===== src/rtl/load_store_unit.sv =====
// Data-memory initiator: sequences one load or store at a time onto dataMemory.
// Optional BYTE_ACCESS_EN adds byte loads and read-modify-write byte stores.
module load_store_unit #(
    parameter int MEM_LATENCY = 2,
    parameter int ADDR_W      = 16,
    parameter int DATA_W      = 16
) (
    input  logic              clk,
    input  logic              rst,
    input  logic              C_Req,
    output logic              C_Ready,
    input  logic              C_IsStore,
    input  logic              C_Byte,
    input  logic              C_ByteSel,
    input  logic [ADDR_W-1:0] A_Addr,
    input  logic [DATA_W-1:0] D_StoreData,
    output logic [DATA_W-1:0] D_LoadData,
    output logic              C_LoadValid,
    output logic [ADDR_W-1:0] A_DataAddress,
    output logic [DATA_W-1:0] D_WriteData,
    output logic              C_DMRead,
    output logic              C_DMWrite,
    input  logic [DATA_W-1:0] D_Data
);

    typedef enum logic [2:0] {
`ifdef BYTE_ACCESS_EN
        RMW_READ,
        RMW_WRITE,
`endif
        IDLE,
        READ,
        WRITE
    } state_t;

    localparam logic [3:0] LAT_M1 = 4'(MEM_LATENCY - 1);

    state_t              state_q, state_d;
    logic [3:0]          cnt_q, cnt_d;
    logic                ready_d, valid_d, rd_d, wr_d;
    logic [ADDR_W-1:0]   addr_d;
    logic [DATA_W-1:0]   wdata_d, ldata_d, load_word;

`ifdef BYTE_ACCESS_EN
    logic                byte_q, byte_d;
    logic                sel_q, sel_d;
    logic [7:0]          sdata_q, sdata_d;
    logic                unused_hi;

    assign unused_hi = ^D_StoreData[DATA_W-1:8];
    assign load_word = !byte_q ? D_Data :
                       sel_q   ? {{(DATA_W-8){1'b0}}, D_Data[15:8]} :
                                 {{(DATA_W-8){1'b0}}, D_Data[7:0]};
`else
    logic                unused_byte;

    assign unused_byte = C_Byte ^ C_ByteSel;
    assign load_word   = D_Data;
`endif

    always_comb begin
        state_d = state_q;
        cnt_d   = cnt_q;
        ready_d = C_Ready;
        valid_d = 1'b0;
        rd_d    = 1'b0;
        wr_d    = 1'b0;
        addr_d  = A_DataAddress;
        wdata_d = D_WriteData;
        ldata_d = D_LoadData;
`ifdef BYTE_ACCESS_EN
        byte_d  = byte_q;
        sel_d   = sel_q;
        sdata_d = sdata_q;
`endif
        unique case (state_q)
            IDLE: begin
                if (C_Req) begin
                    addr_d  = A_Addr;
                    ready_d = 1'b0;
                    cnt_d   = LAT_M1;
`ifdef BYTE_ACCESS_EN
                    byte_d  = C_Byte;
                    sel_d   = C_ByteSel;
                    sdata_d = D_StoreData[7:0];
                    if (C_IsStore && C_Byte) begin
                        state_d = RMW_READ;
                        rd_d    = 1'b1;
                    end else
`endif
                    if (C_IsStore) begin
                        state_d = WRITE;
                        wr_d    = 1'b1;
                        wdata_d = D_StoreData;
                    end else begin
                        state_d = READ;
                        rd_d    = 1'b1;
                    end
                end
            end
            READ: begin
                if (cnt_q == 4'd0) begin
                    state_d = IDLE;
                    ready_d = 1'b1;
                    valid_d = 1'b1;
                    ldata_d = load_word;
                end else begin
                    rd_d  = 1'b1;
                    cnt_d = cnt_q - 4'd1;
                end
            end
            WRITE: begin
                state_d = IDLE;
                ready_d = 1'b1;
            end
`ifdef BYTE_ACCESS_EN
            RMW_READ: begin
                if (cnt_q == 4'd0) begin
                    // merge the new byte into the word just read
                    state_d = RMW_WRITE;
                    wr_d    = 1'b1;
                    wdata_d = sel_q ? {sdata_q, D_Data[7:0]}
                                    : {D_Data[15:8], sdata_q};
                end else begin
                    rd_d  = 1'b1;
                    cnt_d = cnt_q - 4'd1;
                end
            end
            RMW_WRITE: begin
                state_d = IDLE;
                ready_d = 1'b1;
            end
`endif
            default: begin
                state_d = IDLE;
                ready_d = 1'b1;
            end
        endcase
    end

    always_ff @(posedge clk) begin
        if (rst) begin
            state_q       <= IDLE;
            cnt_q         <= 4'd0;
            C_Ready       <= 1'b1;
            C_LoadValid   <= 1'b0;
            C_DMRead      <= 1'b0;
            C_DMWrite     <= 1'b0;
            A_DataAddress <= '0;
            D_WriteData   <= '0;
            D_LoadData    <= '0;
`ifdef BYTE_ACCESS_EN
            byte_q        <= 1'b0;
            sel_q         <= 1'b0;
            sdata_q       <= 8'd0;
`endif
        end else begin
            state_q       <= state_d;
            cnt_q         <= cnt_d;
            C_Ready       <= ready_d;
            C_LoadValid   <= valid_d;
            C_DMRead      <= rd_d;
            C_DMWrite     <= wr_d;
            A_DataAddress <= addr_d;
            D_WriteData   <= wdata_d;
            D_LoadData    <= ldata_d;
`ifdef BYTE_ACCESS_EN
            byte_q        <= byte_d;
            sel_q         <= sel_d;
            sdata_q       <= sdata_d;
`endif
        end
    end

endmodule

===== config.mk =====
export PLATFORM = sky130hd
export DESIGN_NAME = load_store_unit
export DESIGN_NICKNAME = d
export VERILOG_FILES = /design/src/rtl/load_store_unit.sv
export SDC_FILE = /design/constraint.sdc
export NUM_CORES = 1
export LEC_CHECK = 0
export ABC_AREA = 1
export CAP_MARGIN = 20
export CORE_ASPECT_RATIO = 0.7
export CORE_MARGIN = 5
export CORE_UTILIZATION = 37
export CTS_BUF_LIST = sky130_fd_sc_hd__clkbuf_8
export DETAILED_ROUTE_END_ITERATION = 10
export GPL_ROUTABILITY_DRIVEN = 0
export PLACE_DENSITY_LB_ADDON = 0.2
export SLEW_MARGIN = 20
export SYNTH_ARGS = -nofsm -noshare
export SYNTH_HDL_FRONTEND = slang
export SYNTH_SLANG_ARGS = --single-unit

===== constraint.sdc =====
create_clock -name clk -period 1.22 [get_ports clk]
set_input_delay 0.122 -clock clk [delete_from_list [all_inputs] [get_ports clk]]
set_output_delay 0.122 -clock clk [all_outputs]
set_load 0.02 [all_outputs]

### After elaboration in Yosys (flattened, before gate mapping)

Cells that the tools add are included.

| operators by class | value |
|---|---|
| add/subtract/negate cells | 1 |
| eq/ne operators | 4 |
| multiplexer cells | 16 |
| bitwise gates (word level) | 3 |
| reduce and logical (&&, ||, !) cells | 10 |

Operators by type and width:

| cell | number |
|---|---|
| 2-to-1 mux 4 bit | 2 |
| one-hot mux 4 bit (2 select lines) | 1 |
| 2-to-1 mux 1 bit | 7 |
| 2-to-1 mux 3 bit | 2 |
| != test 2 bit (second input constant) | 3 |
| one-hot mux 3 bit (2 select lines) | 1 |
| AND reduction 2 bit | 3 |
| AND reduction 3 bit | 2 |
| logical NOT 4 bit | 1 |
| one-hot mux 1 bit (2 select lines) | 2 |
| subtractor 4 x 1 -> 4 bit (second input constant) | 1 |
| == test 3 x 1 -> 1 bit (second input constant) | 1 |
| logical NOT 3 bit | 1 |
| NOT 1 bit | 3 |
| OR reduction 3 bit | 1 |
| 2-to-1 mux 2 bit | 1 |
| nonzero test 2 bit | 1 |
| OR reduction 2 bit | 1 |

| word-level totals | value |
|---|---|
| bits in registers | 59 |
| input port bits | 54 |
| output and inout bits | 52 |
| word-level logic and storage cells | 43 |

### Depth between registers and ports, before layout

Gate-level depths: netlist of the first run.

| logic depth | value |
|---|---|
| depth in word-level cells | 3 |
| depth in mapped cells | 8 |

### Worst setup path before layout of the first run

OpenSTA, ideal clock, no wires.

| path | value |
|---|---|
| kind | register -> register |
| from | register cnt_q[0] |
| to | register D_LoadData[10] |
| data arrival time | 1,045 ps |
| required time | 1,104 ps |
| setup slack | 59 ps |
| cell stages (with the launch flop) | 8 |
| path buffers | 1 |
| clock period less this slack | 1,161 ps |
| cells stage by stage | dfxtp_1 > inv_1 > ha_1 > nand3_4 > inv_4 > buf_6 > nor2_1 > nor2_1 |

| between the ends | value |
|---|---|
| cells in the longest elaborated chain, start to end | 2 |

RTL lines:

| item | RTL line | text |
|---|---|---|
| start: declaration | 39 | `logic [3:0] cnt_q, cnt_d;` |
| start signal: assignment | 159 | `cnt_q <= cnt_d;` |
| logical NOT 4 bit | 102 | `if (cnt_q == 4'd0) begin` |
| AND reduction 2 bit (no source line) | n/a |  |
| end signal: assignment | 166 | `D_LoadData <= ldata_d;` |
| end: declaration | 17 | `output logic [DATA_W-1:0] D_LoadData,` |

Every way passes these cells.
A chain may end at the register's enable or synchronous reset.

### Worst setup path in the final report of the first run

| path | value |
|---|---|
| from | register state_q[0] |
| to | register D_LoadData[4] |

| between the ends | value |
|---|---|
| cells in the longest elaborated chain, start to end | 2 |

RTL lines:

| item | RTL line | text |
|---|---|---|
| start: declaration | 38 | `state_t state_q, state_d;` |
| start signal: assignment | 158 | `state_q <= state_d;` |
| == test 3 x 1 -> 1 bit | 76 | `unique case (state_q)` |
| AND reduction 2 bit (no source line) | n/a |  |

Every way passes these cells.

==> metrics.md, run 1 <==
| Metric | Value |
|---|---|
| Hold Crit Class | primary input to flop |
| Top-area cell type share of the netlist area | a little over half |
| Die Area | between 0.007 and 0.008 mm^2 |
| Cts bufs inserted | 9 |
| Main combinational cell family by area after synthesis | simple AND/OR/NAND/NOR gates |
| Synthesized cell area | approximately 0.0022 mm^2 |
| Num rows | 23 |
| Sink Count | 58 |
| Switching Fraction | a little under 30% |
| # diodes | 0 |
| Post-Synth Adder-Cell Area | about 1.2% |
| Post-Synth Simple-Gate Area | around 25% |
| Total global-route track usage | between 10% and 20% |
| WL final | around 6100 um |
| # IOs | around 110 |
| Combinational power share | between 20% and 30% |
| Startpoint Class | flop |
| Synth cell count leaders | nor2_1, dfxtp_1, o21ai_0 |
| Worst vdd ir | 0.000679 V |
| Initial core utilization | ~38% |
| Final Cycle Share | 97.5% |
| Fraction of layout cells with a size suffix above 1 | between 15 and 20% |
| CTS Buffer Depth | 2 |
| Post-synthesis sequential area ratio | 54.0% |
| PD cells | between 1000 and 1500 mW/mm^2 |
| Antenna Nets Post-Route | 0 |
| CP max stage cell | dfxtp_2 |
| Synth Register Bits | 58 |
| Placed wire-length estimate | 4120 um |
| Skew-Pair Late Insertion Delay | around 0.34 ns |
| Rel. slew slack | between 70% and 80% |
| Mux share of post-synthesis cell area | 0% |
| Reg power frac | between 40% and 50% |
| Leakage dissipation | 1.66 nW |
| Async SR Flop Fraction | 0% |
| Largest net degree at the start of global routing | 33 |
| Crit end category | flop |
| Syn Nets | 315 |
| Met3 WL | 695 um |
| Reg clk slew, reported paths | approximately 0.07 ns |
| Core box area | around 0.0057 mm^2 |
| CP peak stage delay | 0.33 ns |
| CTS Hold Buffers Added | 0 |
| Pre-CTS setup slack | -0.172 ns |
| Final Hold Fails | 0 |
| Area Overhead vs Synth | 66.9% |
| Initial drt markers | 84 |
| Setup ws final | around 0.030 ns |
| Wire per inst | 13.1 um |
| Syn Area/Cell | around 8.3 um^2 |
| Clock Power Share | approximately a third |
| Worst-margin pin slew | 0.352 ns |
| Pint | around 3.3 mW |
| Compound-gate portion of the synthesized area | roughly an eighth |
| Setup violations, final | 0 |
| Final net count | 441 |
| Status | completed |
| Crit path DAT | about 1.4 ns |
| Most used DFF post-synth | dfxtp_1 |
| Die height | around 74 um |
| Top cell family by delay on the critical path | simple AND/OR/NAND/NOR gates |
| Core Util, Final | a little over three fifths |
| Placed Area | ~0.0033 mm^2 |
| Synth area leader | dfxtp_1 |
| Library cells used by synthesis | 23 |
| Metal2 WL | approximately 2600 um |
| Drt via density | about 4.6 |
| Worst path bufs/invs | 2 |
| Worst-path fanout max | 5 |
| Via Count | 2141 |
| Vias in the first global route | between 2000 and 2500 |
| Tmin final | 1.19 ns |
| Sw power | about 1.4 mW |
| Port bufs | ~100 |
| Count leader, synth | nor2_1 |
| Top sig layer | met4 |
| Die width | around 100 um |
| WS Path Type | flop to flop |
| Grt total ovfl | 0 |
| Initial antenna violation count | 0 |
| DRC viols | 0 |
| Mapped Cells | roughly 260 |
| TritonCTS clock tree | built |
| Yosys synthesis warning count | 0 |
| Initial DRT Pass Iterations | 4 |
| Max-cap violation count | 0 |
| Synth top area cells | dfxtp_1, nor2_1, o21ai_0 |
| Req. time, crit path | 1.45 ns |
| First-pass GRT wire length | between 9000 and 10000 um |
| EDFF count, synth | 0 |
| Slew Limit Fails | 0 |
| Clock Skews | 0.00648 ns |
| Final instance area | 0.00359 mm^2 |
| Critical Path, Cell by Cell | inv_2, nor2_4, buf_4, nand3_4, o21ai_1, nor2_1 |
| Clock Root Buffer | clkbuf_8 |
| Highest clock rate | 0.840 GHz |
| Synth Area in XOR/XNOR | 0% |
| Unrepaired setup endpoints after global routing | yes |
| Metal-1 WL | roughly 2700 um |
| H-tree depth | 3 |
-- path summary, 6_finish.rpt --
path,from,endpoint,cells past startpoint,slack (ns)
worst max-delay path,state_q[0],D_LoadData[4],6,0.03
worst min-delay path,D_StoreData[4],D_WriteData[4],3,0.36
worst max register to register,state_q[0],D_LoadData[4],6,0.03
worst min register to register,C_Ready,C_Ready,2,0.47
-- worst min-delay path: stages --
cell and delay [ns]:
clkdlybuf4s50_1 0.39, nor2_1 0.10, nor2_1 0.05
-- per-layer routing --
layer	global-route usage (%)	vias up
met5	0	-
met1	20.5	950
met3	9.01	7
met2	24.6	91
met4	5.31	0
li1	-	1093
-- layout by cell type, fill, tap and decap left out, types with 3 or more instances in the layout --
cell | synthesis | final
inv_1 | 4 | 3
clkdlybuf4s50_1 | 0 | 51
dfxtp_1 | 58 | 54
o21ai_1 | 9 | 19
dlygate4sd2_1 | 0 | 52
nand3_1 | 3 | 3
nand3_4 | 2 | 4
o21ai_0 | 40 | 25
o21ai_2 | 0 | 5
nand2_1 | 6 | 5
clkinv_2 | 0 | 3
dfxtp_2 | 0 | 4
inv_2 | 2 | 4
clkbuf_8 | 0 | 10
a21oi_2 | 0 | 3
nor2_1 | 103 | 103
buf_4 | 0 | 20
-- flip-flops by register name, indices dropped and copies added, names as in the netlist --
name	flops
D_LoadData	16
C_DMRead	1
state_q	2
C_LoadValid	1
C_Ready	1
A_DataAddress	16
C_DMWrite	1
cnt_q	4
D_WriteData	16
-- cells by family (layout without fill, tap and decap cells) --
logic type / count (synthesis) / count (layout)
and+or+nand+nor: 123 / 125
DFF: 58 / 58
AOI/OAI and AO/OA: 54 / 54
buffers and inverters: 22 / 151
adders and majority gates: 2 / 2
-- per-stage QoR --
step / instances / power, mW / setup TNS [ns] / hold slack, ns
after global placement: 437 / 3.13 / -3.34 / 0.462
after global routing: 465 / 4.92 / -0.683 / 0.357
after floorplan: 259 / 2.65 / 0 / 0.257
after detailed placement: 437 / 3.15 / -4.66 / 0.456
final: 465 / 4.65 / 0 / 0.361
after CTS: 455 / 4.62 / -0.0102 / 0.347
-- power by group through the flow --
stage | combinational (mW) | clock (mW) | sequential (mW)
after floorplan | 0.345 | 0 | 2.30
after global placement | 0.982 | 0 | 2.15
after detailed placement | 0.996 | 0 | 2.15
after CTS | 0.938 | 1.57 | 2.11
after global routing | 1.11 | 1.68 | 2.13
final | 1.01 | 1.52 | 2.11
-- area by class of cell --
| cell class | count | area (um^2) |
|---|---|---|
| well taps | 75 | 93.8 |
| clock buffers | 10 | 138 |
| inverters | 9 | 56.3 |
| fillers | 546 | 2110 |
| clock inverters | 6 | 33.8 |
| repair buffers | 126 | 1170 |
| flip-flops and latches | 58 | 1170 |
| multi-input cells | 181 | 936 |
-- timing repair --
action / CTS / global route
buffers inserted: 1 / 9
cloned: 1 / 1
pin swaps: 1 / 7
endpoints found under the setup margin: 68 / 19
resized for setup: 57 / 39
No activity file was read; power rests on OpenSTA's default activity.
==> run 2, diff against run 1 <==
--- a/config.mk
+++ b/config.mk
@@ -9,7 +9,7 @@
 export CAP_MARGIN = 20
 export CORE_ASPECT_RATIO = 0.7
 export CORE_MARGIN = 5
-export CORE_UTILIZATION = 37
+export CORE_UTILIZATION = 45
 export CTS_BUF_LIST = sky130_fd_sc_hd__clkbuf_8
 export DETAILED_ROUTE_END_ITERATION = 10
 export GPL_ROUTABILITY_DRIVEN = 0
==> constraint.sdc (replaced) <==
create_clock -name clk -period 1.5 [get_ports clk]
set_input_delay 0.15 -clock clk [delete_from_list [all_inputs] [get_ports clk]]
set_output_delay 0.15 -clock clk [all_outputs]
set_load 0.02 [all_outputs]
==> metrics.md, run 2 (same netlist as run 1, synthesis figures left out) <==
| Metric | Value |
|---|---|
| Status | completed (unchanged) |
| WS Path Type | flop to output pin (was flop to flop) |
| Worst-path fanout max | 2 (was 5) |
| Worst vdd ir | 0.000729 V (was 0.000679 V) |
| Cts bufs inserted | 9 (unchanged) |
| # diodes | 0 (unchanged) |
| Final net count | 422 (was 441) |
| Port bufs | 103 (unchanged) |
| Fraction of layout cells with a size suffix above 1 | 8.65% (was 17.9%) |
| Grt total ovfl | 0 (unchanged) |
| Area of the multi-input gates | 828 um^2 (was 936 um^2) |
| Reg clk slew, reported paths | 0.06 ns (was 0.07 ns) |
| Highest clock rate | 0.690 GHz |
| Critical Path, Cell by Cell | clkdlybuf4s50_1 (was inv_2, nor2_4, buf_4, nand3_4, o21ai_1, nor2_1) |
| Final Cycle Share | a little over nine tenths |
| Num rows | 21 (was 23) |
| Placed wire-length estimate | 3810 um (was 4120 um) |
| Final Hold Fails | 0 (unchanged) |
| Initial DRT Pass Iterations | 6 (was 4) |
| # fillers | 379 (was 546) |
| Area taken by flip-flops and latches | 0.00116 mm^2 (was 0.00117 mm^2) |
| Wire per inst | 12.4 um (was 13.1 um) |
| CP peak stage delay | 0.63 ns (was 0.33 ns) |
| Crit path DAT | 1.30 ns (was 1.42 ns) |
| Crit end category | output pin (was flop) |
| Clock Skews | 0.00941 ns (was 0.00648 ns) |
| Worst-margin pin slew | 0.301 ns (was 0.352 ns) |
| TritonCTS clock tree | built (unchanged) |
| CP max stage cell | clkdlybuf4s50_1 (was dfxtp_2) |
| Clock Root Buffer | clkbuf_8 (unchanged) |
| Via Count | 1997 (was 2141) |
| Setup violations, final | 0 (unchanged) |
| Die Area | 0.00629 mm^2 (was 0.00747 mm^2) |
| Unrepaired setup endpoints after global routing | no (was yes) |
| DRC viols | 0 (unchanged) |
| Core box area | 0.00470 mm^2 (was 0.00570 mm^2) |
| Slew Limit Fails | 0 (unchanged) |
| Largest net degree at the start of global routing | 37 (was 33) |
| Max-cap violation count | 0 (unchanged) |
| Area Overhead vs Synth | 59.4% (was 66.9%) |
| CTS Buffer Depth | 2 (unchanged) |
| Startpoint Class | flop (unchanged) |
| # IOs | 106 (unchanged) |
| Setup bufs post-CTS | 0 (was 1) |
| Hold Crit Class | primary input to flop (unchanged) |
| Initial core utilization | 45.8% (was 37.8%) |
| Req. time, crit path | 1.35 ns (was 1.45 ns) |
| Top cell family by delay on the critical path | buffers and inverters (was simple AND/OR/NAND/NOR gates) |
| Tmin final | around 1.4 ns |
| Initial drt markers | 67 (was 84) |
| Die width | 92.7 um (was 101 um) |
| Die height | 67.9 um (was 73.8 um) |
| PD cells | 1190 mW/mm^2 (was 1290 mW/mm^2) |
| WL final | 5300 um (was 6080 um) |
| Final Non-Filler Cells | 427 (was 465) |
| Drt via density | 4.68 (was 4.60) |
| Skew-Pair Late Insertion Delay | 0.34 ns (about the same) |
| Top flop regs | A_DataAddress (16), D_LoadData (16), D_WriteData (16) (unchanged) |
| Initial antenna violation count | 0 (unchanged) |
| Total global-route track usage | 17.8% (was 16.6%) |
| Setup TNS | 0 ns (unchanged) |
| Sink Count | 58 (unchanged) |
| Antenna Nets Post-Route | 0 (unchanged) |
| Placed instance count | 412 (was 437) |
| Leakage dissipation | 1.40 nW (was 1.66 nW) |
| Most common cell after layout, fill and taps aside | nor2_1 (unchanged) |
| First-pass GRT wire length | 8410 um (was 9560 um) |
| CTS Hold Buffers Added | 0 (unchanged) |
| Worst path bufs/invs | 1 (was 2) |
| H-tree depth | 3 (unchanged) |
| Vias in the first global route | 1875 (was 2079) |
| Most frequent cells in the layout | nor2_1, clkdlybuf4s50_1, dfxtp_1, o21ai_0, clkbuf_8 (was nor2_1, dfxtp_1, dlygate4sd2_1, clkdlybuf4s50_1, o21ai_0) |
| Rel. slew slack | 79.8% (was 76.4%) |
-- run 2: changes by cell type in the layout (fill, tap and decap cells not counted), sizes merged, moves of 2 or more --
| cell | before | now |
|---|---|---|
| dlygate4sd2 | 52 | 0 |
| clkdlybuf4s50 | 51 | 102 |
| buf | 23 | 6 |
| clkinv | 4 | 0 |
| bufinv | 0 | 2 |
| clkinvlp | 2 | 0 |
| inv | 9 | 11 |
| nand3 | 7 | 5 |
-- run 2: metal layers --
layer  global-route usage (%)  wire, um  vias up
met2                     26.8      2170       82
met3                     12.1       661        6
met1                     19.9      2410      864
met4                     7.13        53        0
met5                        0         0        -
li1                         -         -     1045
-- run 2: area by class of cell --
type	instances	share of cell area, %
Timing Repair Buffer	109	32.2
Clock buffer	11	4.41
Clock inverter	4	1.97
Tap cell	57	2.08
Sequential cell	58	33.9
Inverter	9	1.35
Multi-Input combinational cell	179	24.2
-- run 2: final timing paths --
path	from	end	slack (ns)	cells past startpoint
worst max-delay path	C_Ready	C_Ready	0.05	1
worst min-delay path	D_StoreData[7]	D_WriteData[7]	0.39	3
worst min register to register	A_DataAddress[11]	A_DataAddress[11]	0.48	2
worst max register to register	cnt_q[0]	D_LoadData[14]	0.18	6
-- run 2: power by group --
| group | internal (mW) | switching (mW) |
|---|---|---|
| clock | 1.00 | 0.575 |
| sequential | 1.66 | 0.0569 |
| combinational | 0.398 | 0.383 |
-- run 2: repair_timing --
action                                  4_1_cts  5_1_grt
hold endpoints to repair                      0        0
endpoints found under the setup margin        0        1
gates resized for setup                       0        1
-- run 2: metrics by stage --
stage / worst slack [ns] / hold slack (ns) / util (%) / area [um^2] / total power [mW]
CTS: 0.0264 / 0.376 / 72.9 / 3430 / 4.12
finish: 0.0512 / 0.395 / 72.9 / 3430 / 4.07
global placement: 0.121 / 0.452 / 68.2 / 3210 / 2.52
floorplan: 0.339 / 0.285 / - / 2150 / 2.15
global route: 0.000103 / 0.391 / 72.9 / 3430 / 4.27
detailed placement: 0.110 / 0.466 / 68.2 / 3210 / 2.53
==> run 3, diff against run 2 <==
--- a/config.mk
+++ b/config.mk
@@ -6,14 +6,15 @@
 export NUM_CORES = 1
 export LEC_CHECK = 0
 export ABC_AREA = 1
-export CAP_MARGIN = 20
 export CORE_ASPECT_RATIO = 0.7
 export CORE_MARGIN = 5
 export CORE_UTILIZATION = 45
 export CTS_BUF_LIST = sky130_fd_sc_hd__clkbuf_8
 export DETAILED_ROUTE_END_ITERATION = 10
 export GPL_ROUTABILITY_DRIVEN = 0
+export HOLD_SLACK_MARGIN = 0.15
 export PLACE_DENSITY_LB_ADDON = 0.2
+export SETUP_SLACK_MARGIN = 0.2
 export SLEW_MARGIN = 20
 export SYNTH_ARGS = -nofsm -noshare
 export SYNTH_HDL_FRONTEND = slang
==> metrics.md, run 3 (same netlist as run 1, synthesis figures left out) <==
| Metric | Value |
|---|---|
| Status | completed (unchanged) |
| Final Cycle Share | 84.0% (was 96.6%) |
| Fraction of layout cells with a size suffix above 1 | 9.97% (was 8.65%) |
| Worst vdd ir | 0.000708 V (was 0.000729 V) |
| First-pass GRT wire length | 8420 um (was 8410 um) |
| Reg clk slew, reported paths | 0.06 ns (about the same) |
| Number of cells on the worst reg-to-reg path | 7 (was 6) |
| Initial DRT Pass Iterations | 4 (was 6) |
| Placed wire-length estimate | 3810 um (unchanged) |
| Area Overhead vs Synth | 57.8% (was 59.4%) |
| Crit path DAT | 1.48 ns (was 1.30 ns) |
| Clock Root Buffer | clkbuf_8 (unchanged) |
| Port bufs | 103 (unchanged) |
| Hold Path Stages | 3 (unchanged) |
| H-tree depth | 3 (unchanged) |
| Clock Skews | 0.00904 ns (was 0.00941 ns) |
| Wire per inst | 12.8 um (was 12.4 um) |
| Core Util, Final | 72.2% (was 72.9%) |
| # IOs | 106 (unchanged) |
| CTS Buffer Depth | 2 (unchanged) |
| Largest net degree at the start of global routing | 37 (unchanged) |
| Skew-Pair Late Insertion Delay | 0.34 ns (about the same) |
| Startpoint Class | flop (unchanged) |
| DRC viols | 0 (unchanged) |
| Die width | 92.7 um (unchanged) |
| Initial drt markers | 83 (was 67) |
| R2r startpoint | cnt_q[1] (was cnt_q[0]) |
| Hold Crit Class | primary input to flop (unchanged) |
| Unrepaired setup endpoints after global routing | no (unchanged) |
| Antenna Nets Post-Route | 0 (unchanged) |
| Reg-to-reg endpoint | cnt_q[3] (was D_LoadData[14]) |
| Req. time, crit path | 1.72 ns (was 1.35 ns) |
| Leakage dissipation | 1.60 nW (was 1.40 nW) |
| Sink Count | 58 (unchanged) |
| R2R setup slack | 0.24 ns (was 0.18 ns) |
| WS Path Type | flop to flop (was flop to output pin) |
| Top flop regs | A_DataAddress (16), D_LoadData (16), D_WriteData (16) (unchanged) |
| Rel. slew slack | 80.4% (was 79.8%) |
| Hold EP | D_WriteData[14] (was D_WriteData[7]) |
| Num rows | 21 (unchanged) |
| # diodes | 0 (unchanged) |
| Total global-route track usage | 17.8% (about the same) |
| Most frequent cells in the layout | nor2_1, dfxtp_1, dlygate4sd2_1, clkdlybuf4s50_1, o21ai_0 (was nor2_1, clkdlybuf4s50_1, dfxtp_1, o21ai_0, clkbuf_8) |
| Worst hold slack | 0.396 ns (was 0.395 ns) |
| Most common cell after layout, fill and taps aside | nor2_1 (unchanged) |
| Initial antenna violation count | 0 (unchanged) |
| WL final | 5460 um (was 5300 um) |
| Drt via density | 4.72 (was 4.68) |
| TritonCTS clock tree | built (unchanged) |
| Worst-margin pin slew | 0.291 ns (was 0.301 ns) |
| Crit end category | flop (was output pin) |
| Max-cap violation count | 0 (unchanged) |
| Via Count | 2020 (was 1997) |
| Setup TNS | 0 ns (unchanged) |
| Highest clock rate | 0.794 GHz (was 0.690 GHz) |
| Cts bufs inserted | 9 (unchanged) |
| PD cells | 1180 mW/mm^2 (was 1190 mW/mm^2) |
| Worst-path fanout max | 7 (was 2) |
| Hold_sp | D_StoreData[14] (was D_StoreData[7]) |
| Die Area | 0.00629 mm^2 (unchanged) |
| Core box area | 0.00470 mm^2 (unchanged) |
| Final Hold Fails | 0 (unchanged) |
| Final net count | 423 (was 422) |
| Initial core utilization | 45.8% (unchanged) |
| Tmin final | 1.26 ns (was 1.45 ns) |
| Slew Limit Fails | 0 (unchanged) |
| Setup bufs post-CTS | 0 (unchanged) |
| Setup violations, final | 0 (unchanged) |
| Die height | 67.9 um (unchanged) |
| Vias in the first global route | 1873 (was 1875) |
| Grt total ovfl | 0 (unchanged) |
## run 3: cell count changes in the layout (fill, tap and decap cells not counted), sizes merged
cell / delta
dlygate4sd2: +52
clkdlybuf4s50: -51
dlymetal6s2s: -1
nand3: +1
## run 3: worst max path at each step
stage                   from  slack (ns)              to
global placement       C_Req        0.12        cnt_q[3]
detailed placement     C_Req        0.11      state_q[0]
CTS                 cnt_q[0]        0.20        cnt_q[1]
global route        cnt_q[3]        0.15        cnt_q[3]
floorplan           cnt_q[0]        0.34  D_LoadData[10]
finish              cnt_q[1]        0.24        cnt_q[3]
## run 3: power by group
| part | switching (mW) | internal (mW) | leakage (nW) | total (mW) |
|---|---|---|---|---|
| clock | 0.573 | 1.00 | 0.118 | 1.58 |
| sequential | 0.0534 | 1.66 | 0.477 | 1.71 |
| combinational | 0.396 | 0.333 | 1.00 | 0.729 |
| total | 1.02 | 3.00 | 1.60 | 4.02 |
## run 3: per-layer routing
layer	global-route usage (%)	vias up	wire length [um]
met1	20.0	878	2470
met3	12.1	7	660
met4	7.13	0	77
met5	0	-	0
met2	26.8	82	2250
li1	-	1053	-
## run 3: worst max-delay path: stages, from the launching register on
cell	delay [ns]
dfxtp_2	0.33
inv_1	0.10
ha_4	0.18
nand2_1	0.09
nand2_4	0.12
nand2_2	0.09
a21oi_1	0.16
nor2_1	0.07
## run 3: final cells by class
class	instances	area, um^2
sequential	58	1160
fill	416	1310
clock inverter	4	67.6
clock buffer	11	151
tap	57	71.3
multi-input combinational	180	856
inverter	9	51.3
timing repair buffer	109	1040
## run 3: timing repair
action / 4_1_cts / 5_1_grt
cloned: 0 / 1
pin swaps: 0 / 0
setup endpoints to repair: 54 / 20
hold buffers: 0 / 0
resized for setup: 53 / 8
## run 3: metrics by stage
stage | cell area, um^2 | total power, mW | instances | setup WS, ns
detailed placement | 3210 | 2.53 | 412 | 0.110
finish | 3400 | 4.02 | 428 | 0.241
CTS | 3360 | 4.05 | 427 | 0.202
floorplan | 2150 | 2.15 | 259 | 0.339
global placement | 3210 | 2.52 | 412 | 0.121
global route | 3400 | 4.21 | 428 | 0.153
